## src/rtl/split_pkg.sv

```systemverilog
// Shared types and default geometry for the split line buffer and its controller.
package split_pkg;

  localparam int unsigned DEF_DATA_WIDTH    = 32;
  localparam int unsigned DEF_BURST_LENGTH  = 32;
  localparam int unsigned DEF_KERNEL_LENGTH = 3;
  localparam int unsigned DEF_MAX_ROWS      = 1024;

  typedef enum logic [1:0] {
    ST_IDLE   = 2'd0,
    ST_PRIME  = 2'd1,
    ST_STREAM = 2'd2,
    ST_DONE   = 2'd3
  } state_e;

  localparam int unsigned ERR_CFG   = 0;
  localparam int unsigned ERR_EMPTY = 1;

endpackage

```

## src/rtl/split_beat_ctr.sv

```systemverilog
// Beat/row counter pair for one frame: beats wrap per row burst, rows count up.
module split_beat_ctr #(
  parameter  int unsigned BURST_LENGTH  = 32,
  parameter  int unsigned KERNEL_LENGTH = 3,
  parameter  int unsigned ROW_W         = 11,
  localparam int unsigned BEAT_W        = $clog2(BURST_LENGTH)
) (
  input  logic             clk,
  input  logic             rst,
  input  logic             clr,
  input  logic             inc,
  input  logic [ROW_W-1:0] rows_q,
  output logic             prime_end_c,
  output logic             last_row_c
);

  logic [BEAT_W-1:0] beat_cnt;
  logic [ROW_W-1:0]  row_cnt;
  logic [ROW_W-1:0]  row_nxt;
  logic              row_end;

  assign row_nxt     = row_cnt + ROW_W'(1);
  assign row_end     = inc && (beat_cnt == BEAT_W'(BURST_LENGTH - 1));
  assign prime_end_c = row_end && (row_nxt == ROW_W'(KERNEL_LENGTH - 1));
  assign last_row_c  = row_end && (row_nxt == rows_q);

  // BURST_LENGTH is a power of two, so the beat counter wraps on its own.
  always_ff @(posedge clk or negedge rst) begin
    if (!rst) begin
      beat_cnt <= '0;
      row_cnt  <= '0;
    end else if (clr) begin
      beat_cnt <= '0;
      row_cnt  <= '0;
    end else if (inc) begin
      beat_cnt <= beat_cnt + BEAT_W'(1);
      if (row_end) row_cnt <= row_nxt;
    end
  end

endmodule

```

## src/rtl/split_ctrl.sv

```systemverilog
// Sequencer feeding DMA row bursts into the split line buffer: prime K-1 rows, then stream.
module split_ctrl
  import split_pkg::*;
#(
  parameter  int unsigned DATA_WIDTH    = DEF_DATA_WIDTH,
  parameter  int unsigned BURST_LENGTH  = DEF_BURST_LENGTH,
  parameter  int unsigned KERNEL_LENGTH = DEF_KERNEL_LENGTH,
  parameter  int unsigned MAX_ROWS      = DEF_MAX_ROWS,
  localparam int unsigned ROW_W         = $clog2(MAX_ROWS + 1),
  localparam int unsigned COL_W         = $clog2(BURST_LENGTH)
) (
  input  logic                  clk,
  input  logic                  rst,
  input  logic                  start,
  input  logic [ROW_W-1:0]      cfg_rows,
  input  logic                  s_valid,
  output logic                  s_ready,
  input  logic [DATA_WIDTH-1:0] s_data,
  output logic                  wen,
  output logic                  ren,
  output logic [DATA_WIDTH-1:0] din,
  input  logic                  full_flag,
  input  logic                  empty_flag,
  input  logic                  valid,
  output logic                  win_valid,
  output logic [COL_W-1:0]      col_idx,
  output logic                  busy,
  output logic                  done,
  output logic [1:0]            err
);

  state_e           state_q, state_d;
  logic [ROW_W-1:0] rows_q, rows_d;
  logic [1:0]       err_d;
  logic             clr;
  logic             accept;
  logic             prime_end;
  logic             last_row;

  assign s_ready = ((state_q == ST_PRIME) || (state_q == ST_STREAM)) &&
                   !full_flag && !err[ERR_EMPTY];
  assign accept  = s_valid && s_ready;

  split_beat_ctr #(
    .BURST_LENGTH (BURST_LENGTH),
    .KERNEL_LENGTH(KERNEL_LENGTH),
    .ROW_W        (ROW_W)
  ) u_ctr (
    .clk        (clk),
    .rst        (rst),
    .clr        (clr),
    .inc        (accept),
    .rows_q     (rows_q),
    .prime_end_c(prime_end),
    .last_row_c (last_row)
  );

  // Next-state, frame config and sticky error logic.
  always_comb begin
    state_d = state_q;
    rows_d  = rows_q;
    err_d   = err;
    clr     = 1'b0;
    if ((state_q == ST_STREAM) && ren && empty_flag) err_d[ERR_EMPTY] = 1'b1;
    case (state_q)
      ST_IDLE: begin
        if (start) begin
          if (cfg_rows >= ROW_W'(KERNEL_LENGTH)) begin
            state_d = ST_PRIME;
            rows_d  = cfg_rows;
            err_d   = 2'b00;
            clr     = 1'b1;
          end else begin
            err_d[ERR_CFG] = 1'b1;
          end
        end
      end
      ST_PRIME:  if (prime_end) state_d = ST_STREAM;
      ST_STREAM: if (last_row) state_d = ST_DONE;
      ST_DONE:   state_d = ST_IDLE;
      default:   state_d = ST_IDLE;
    endcase
  end

  always_ff @(posedge clk or negedge rst) begin
    if (!rst) begin
      state_q   <= ST_IDLE;
      rows_q    <= '0;
      err       <= 2'b00;
      wen       <= 1'b0;
      ren       <= 1'b0;
      din       <= '0;
      win_valid <= 1'b0;
      col_idx   <= '0;
      busy      <= 1'b0;
      done      <= 1'b0;
    end else begin
      state_q   <= state_d;
      rows_q    <= rows_d;
      err       <= err_d;
      wen       <= accept;
      ren       <= accept && (state_q == ST_STREAM);
      if (accept) din <= s_data;
      win_valid <= valid;
      // Realign at stream entry; each later row yields exactly BURST_LENGTH columns and wraps.
      if (clr || prime_end)  col_idx <= '0;
      else if (win_valid)    col_idx <= col_idx + COL_W'(1);
      busy      <= (state_d == ST_PRIME) || (state_d == ST_STREAM);
      done      <= (state_d == ST_DONE);
    end
  end

endmodule

```

## config.mk

```make
export PLATFORM = sky130hd
export DESIGN_NAME = split_ctrl
export DESIGN_NICKNAME = d
export VERILOG_FILES = /design/src/rtl/split_pkg.sv /design/src/rtl/split_beat_ctr.sv /design/src/rtl/split_ctrl.sv
export SDC_FILE = /design/constraint.sdc
export NUM_CORES = 1
export LEC_CHECK = 0
export ABC_AREA = 1
export CAP_MARGIN = 15
export CORE_MARGIN = 2
export CORE_UTILIZATION = 30
export CTS_CLUSTER_SIZE = 24
export DETAILED_ROUTE_END_ITERATION = 10
export DONT_BUFFER_PORTS = 1
export GPL_ROUTABILITY_DRIVEN = 0
export PLACE_DENSITY_LB_ADDON = 0.15
export SYNTH_ARGS = -nofsm -noshare
export SYNTH_HDL_FRONTEND = slang
export SYNTH_SLANG_ARGS = --single-unit
export TNS_END_PERCENT = 30
```

## constraint.sdc

```tcl
create_clock -name clk -period 3.75 [get_ports clk]
set_input_delay 0.5625 -clock clk [delete_from_list [all_inputs] [get_ports clk]]
set_output_delay 0.5625 -clock clk [all_outputs]
set_load 0.005 [all_outputs]
```

==> results.yml <==
run_status:
  status: "finished clean"
setup_path:
  worst_setup_path_end_kind: "flop"
  cpPeakStageDelay_ns: 0.39
  crit_arrival_ns: 2.63
  path_max_fanout: 4
  crit_chain: "ha_1 -> inv_1 -> nor3_1 -> ha_1 -> nand4_1 -> nor2_1 -> nand3_1 -> nor2_1 -> nand3_1 -> nor2_1 -> nor2_1 -> nor2_1 -> ha_1"
  start_kind: "flop"
  critical_path.most_common_cell: "nor2_1"
  slowest_stage: "dfrtp_1"
  required_ns: 3.97
  path_class: "flop to flop"
place:
  placed_area_um2: 3670
  io_buffers: 0
  hpwlAfterDp_um: 5890
timing:
  hold_viol_final: 0
  setup-violations-final: 0
  fin_crit_ns: 2.41
  slew_headroom: 0.608
  timing.setup.tns_ns: 0
  fin_crit_sh: 0.643
  maxSlewViolCount: 0
  skew_ns: 0.00445
  worst_slew_pin_slew_ns: 0.587
  grt_setup_unrepaired: "no"
  fmax_ghz: 0.415
synthesis:
  ys_types: 27
  syn_nets: 493
  yosysWarnings: 0
  yosysSeqAreaShare: 0.518
  syn_inst: 433
  netlist_area_um2: 3530
  avgSynthCellArea_um2: 8.15
  synth-seq-cells: 73
clock_network:
  clk_path_buf_depth: 2
  ctsResizeCount: 0
  numCtsBuffers: 9
  cts.sinks: 73
  htree_levels: 3
  cts_tree: "built"
  root_buffer: "clkbuf_16"
  clk_pin_slew_ns: 0.06
  insertion_delay_ns: 0.33
floorplanning:
  core_um2: 11500
  die_area_um2: 12600
  fp-row-count: 39
  initial_core_util: 0.308
  die_w_um: 112
  die_h_um: 112
  ios: 95
pwr:
  power_density_nw_per_um2: 708
  power_frac_comb: 0.242
  switching_share: 0.352
  p_clk_frac: 0.303
  power_switching_mw: 0.995
  p_leak_nw: 2.02
  ir_drop_uv: 254
  internal_power_mw: 1.84
  p_seq_frac: 0.454
drt:
  via_per_inst: 4.60
  wl_per_cell_um: 14.1
  post-route-drc-count: 0
  wirelength_um: 8220
  drtIter0Drc: 108
  routed-via-count: 2690
  drtAntennaViolNets: 0
  drt-pass1-iter-count: 4
min_path:
  hold_path_class: "primary input to async pin"
run:
  cap_violations: 0
finish:
  nFillCells: 1186
  design_area_um2: 4000
  multi_input_area_um2: 1520
  drive_gt1_frac: 0.111
  nNetsFinal: 497
  regArea_um2: 1830
  area_growth_pct: 13.3
  n_antenna_cell: 0
global_route:
  grt_pass1_wl_um: 13500
  grt_pass1_vias: 2752
  grt_max_degree: 74
  grt-ovfl-total: 0
  antenna_found_initial: 0
  grt.total_usage: 0.138
[synthesized netlist by cell type]
cell | number | area, µm²
clkbuf_1 | 4 | 15.0
mux2i_1 | 1 | 10.0
nand2_4 | 1 | 11.3
o21bai_1 | 1 | 7.51
inv_2 | 5 | 18.8
xor2_1 | 5 | 43.8
nor2_1 | 27 | 101
nor4_1 | 2 | 12.5
nor3b_1 | 1 | 7.51
nor2_4 | 4 | 45.0
nand3b_1 | 4 | 30.0
nor2_2 | 4 | 25.0
buf_2 | 5 | 25.0
nor3_2 | 1 | 10.0
nand3_1 | 29 | 145
inv_1 | 33 | 124
a21oi_1 | 7 | 35.0
nand2_1 | 178 | 668
o22ai_1 | 6 | 37.5
a21oi_2 | 1 | 8.76
dfrtp_1 | 73 | 1830
nand4_1 | 4 | 25.0
nand2_2 | 11 | 68.8
nor3_1 | 1 | 5.00
o21ai_0 | 11 | 55.1
nand3_2 | 4 | 40.0
ha_1 | 10 | 125
[registers in the layout, indices dropped and copies added, names as in the netlist]
signal,cells
ren,1
win_valid,1
rows_q,11
u_ctr.beat_cnt,5
u_ctr.row_cnt,11
busy,1
col_idx,5
done,1
wen,1
din,32
state_q,2
err,2
[layout make-up]
type | instances | area share
Sequential cell | 73 | 0.457
Multi-Input combinational cell | 313 | 0.380
Clock buffer | 9 | 0.0564
Tap cell | 143 | 0.0448
Inverter | 38 | 0.0357
Clock inverter | 7 | 0.0175
Timing Repair Buffer | 2 | 0.00877
[layer usage]
metal  global-route usage  vias to the layer above  routed length, µm  part of all wire
met3               0.0589                        8                656             0.080
met4               0.0415                        0                 84             0.010
met1                0.174                     1225               3680              0.45
met5                    0                        -                  0                 0
li1                     -                     1367                  -                 -
met2                0.216                       90               3800              0.46
[final timing paths]
path | slack, ns | from | cells past startpoint | end
max | 1.34 | u_ctr.beat_cnt[1] | 13 | busy
min | 0.11 | rst | 1 | col_idx[3]
max reg2reg | 1.34 | u_ctr.beat_cnt[1] | 13 | busy
min reg2reg | 0.50 | u_ctr.beat_cnt[4] | 2 | u_ctr.beat_cnt[4]
max in group asynchronous | 3.32 | rst | 1 | rows_q[0]
min in group clk | 0.26 | valid | 0 | win_valid
[worst max-delay path, delay by kind of cell (launching register included)]
family	cells	cell delay (ns)
AND/OR/NAND/NOR	9	1.26
adder cells (fa/ha/maj)	3	0.61
flip-flops	1	0.39
buffers and inverters	1	0.05
[metrics by stage]
step / hold WS [ns] / setup slack [ns] / util / power, mW / instances
2_1_floorplan: 0.267 / 1.76 / - / 1.79 / 433
3_3_place_gp: 0.270 / 1.33 / 0.320 / 1.98 / 568
3_5_place_dp: 0.272 / 1.28 / 0.320 / 1.99 / 568
4_1_cts: 0.134 / 1.27 / 0.349 / 2.88 / 585
5_1_grt: 0.134 / 1.09 / 0.349 / 3.07 / 585
6_report: 0.113 / 1.34 / 0.349 / 2.83 / 585
[cell usage in the layout, fill, tap and decap left out, types with 3 or more instances in the layout]
cell	n
nor2_1	27
nor2_2	4
nand3_2	4
xor2_1	5
o21ai_0	11
nand2_2	11
nand2_1	178
o22ai_1	6
nand3b_1	4
nand4_1	4
clkbuf_16	9
dfrtp_1	73
nand3_1	29
inv_2	5
ha_1	10
clkinv_2	3
nor2_4	4
inv_1	33
a21oi_1	7
[what timing repair did]
item	in CTS	in global routing
hold buffers	1	0
endpoints found under the hold margin	73	0
setup buffers	0	0
setup endpoints to repair	0	0
[power by group through the flow]
stage	Clock, mW	Sequential (mW)	Combinational, mW
finish	0.858	1.29	0.686
global placement	0	1.31	0.669
detailed placement	0	1.29	0.696
global route	0.922	1.32	0.827
CTS	0.887	1.29	0.706
floorplan	0	1.23	0.558
[cells by family (layout without fill, tap and decap cells)]
logic type      count (synthesis)  count (layout)  share of synthesized area
buf+inv                        47              56                     0.0518
compound gates                 26              26                     0.0408
xor+xnor                        5               5                     0.0124
mux                             1               1                    0.00284
flops                          73              73                      0.518
simple gates                  271             271                      0.339
fa+ha+maj                      10              10                     0.0355
Power figures use the tool's default switching activity.
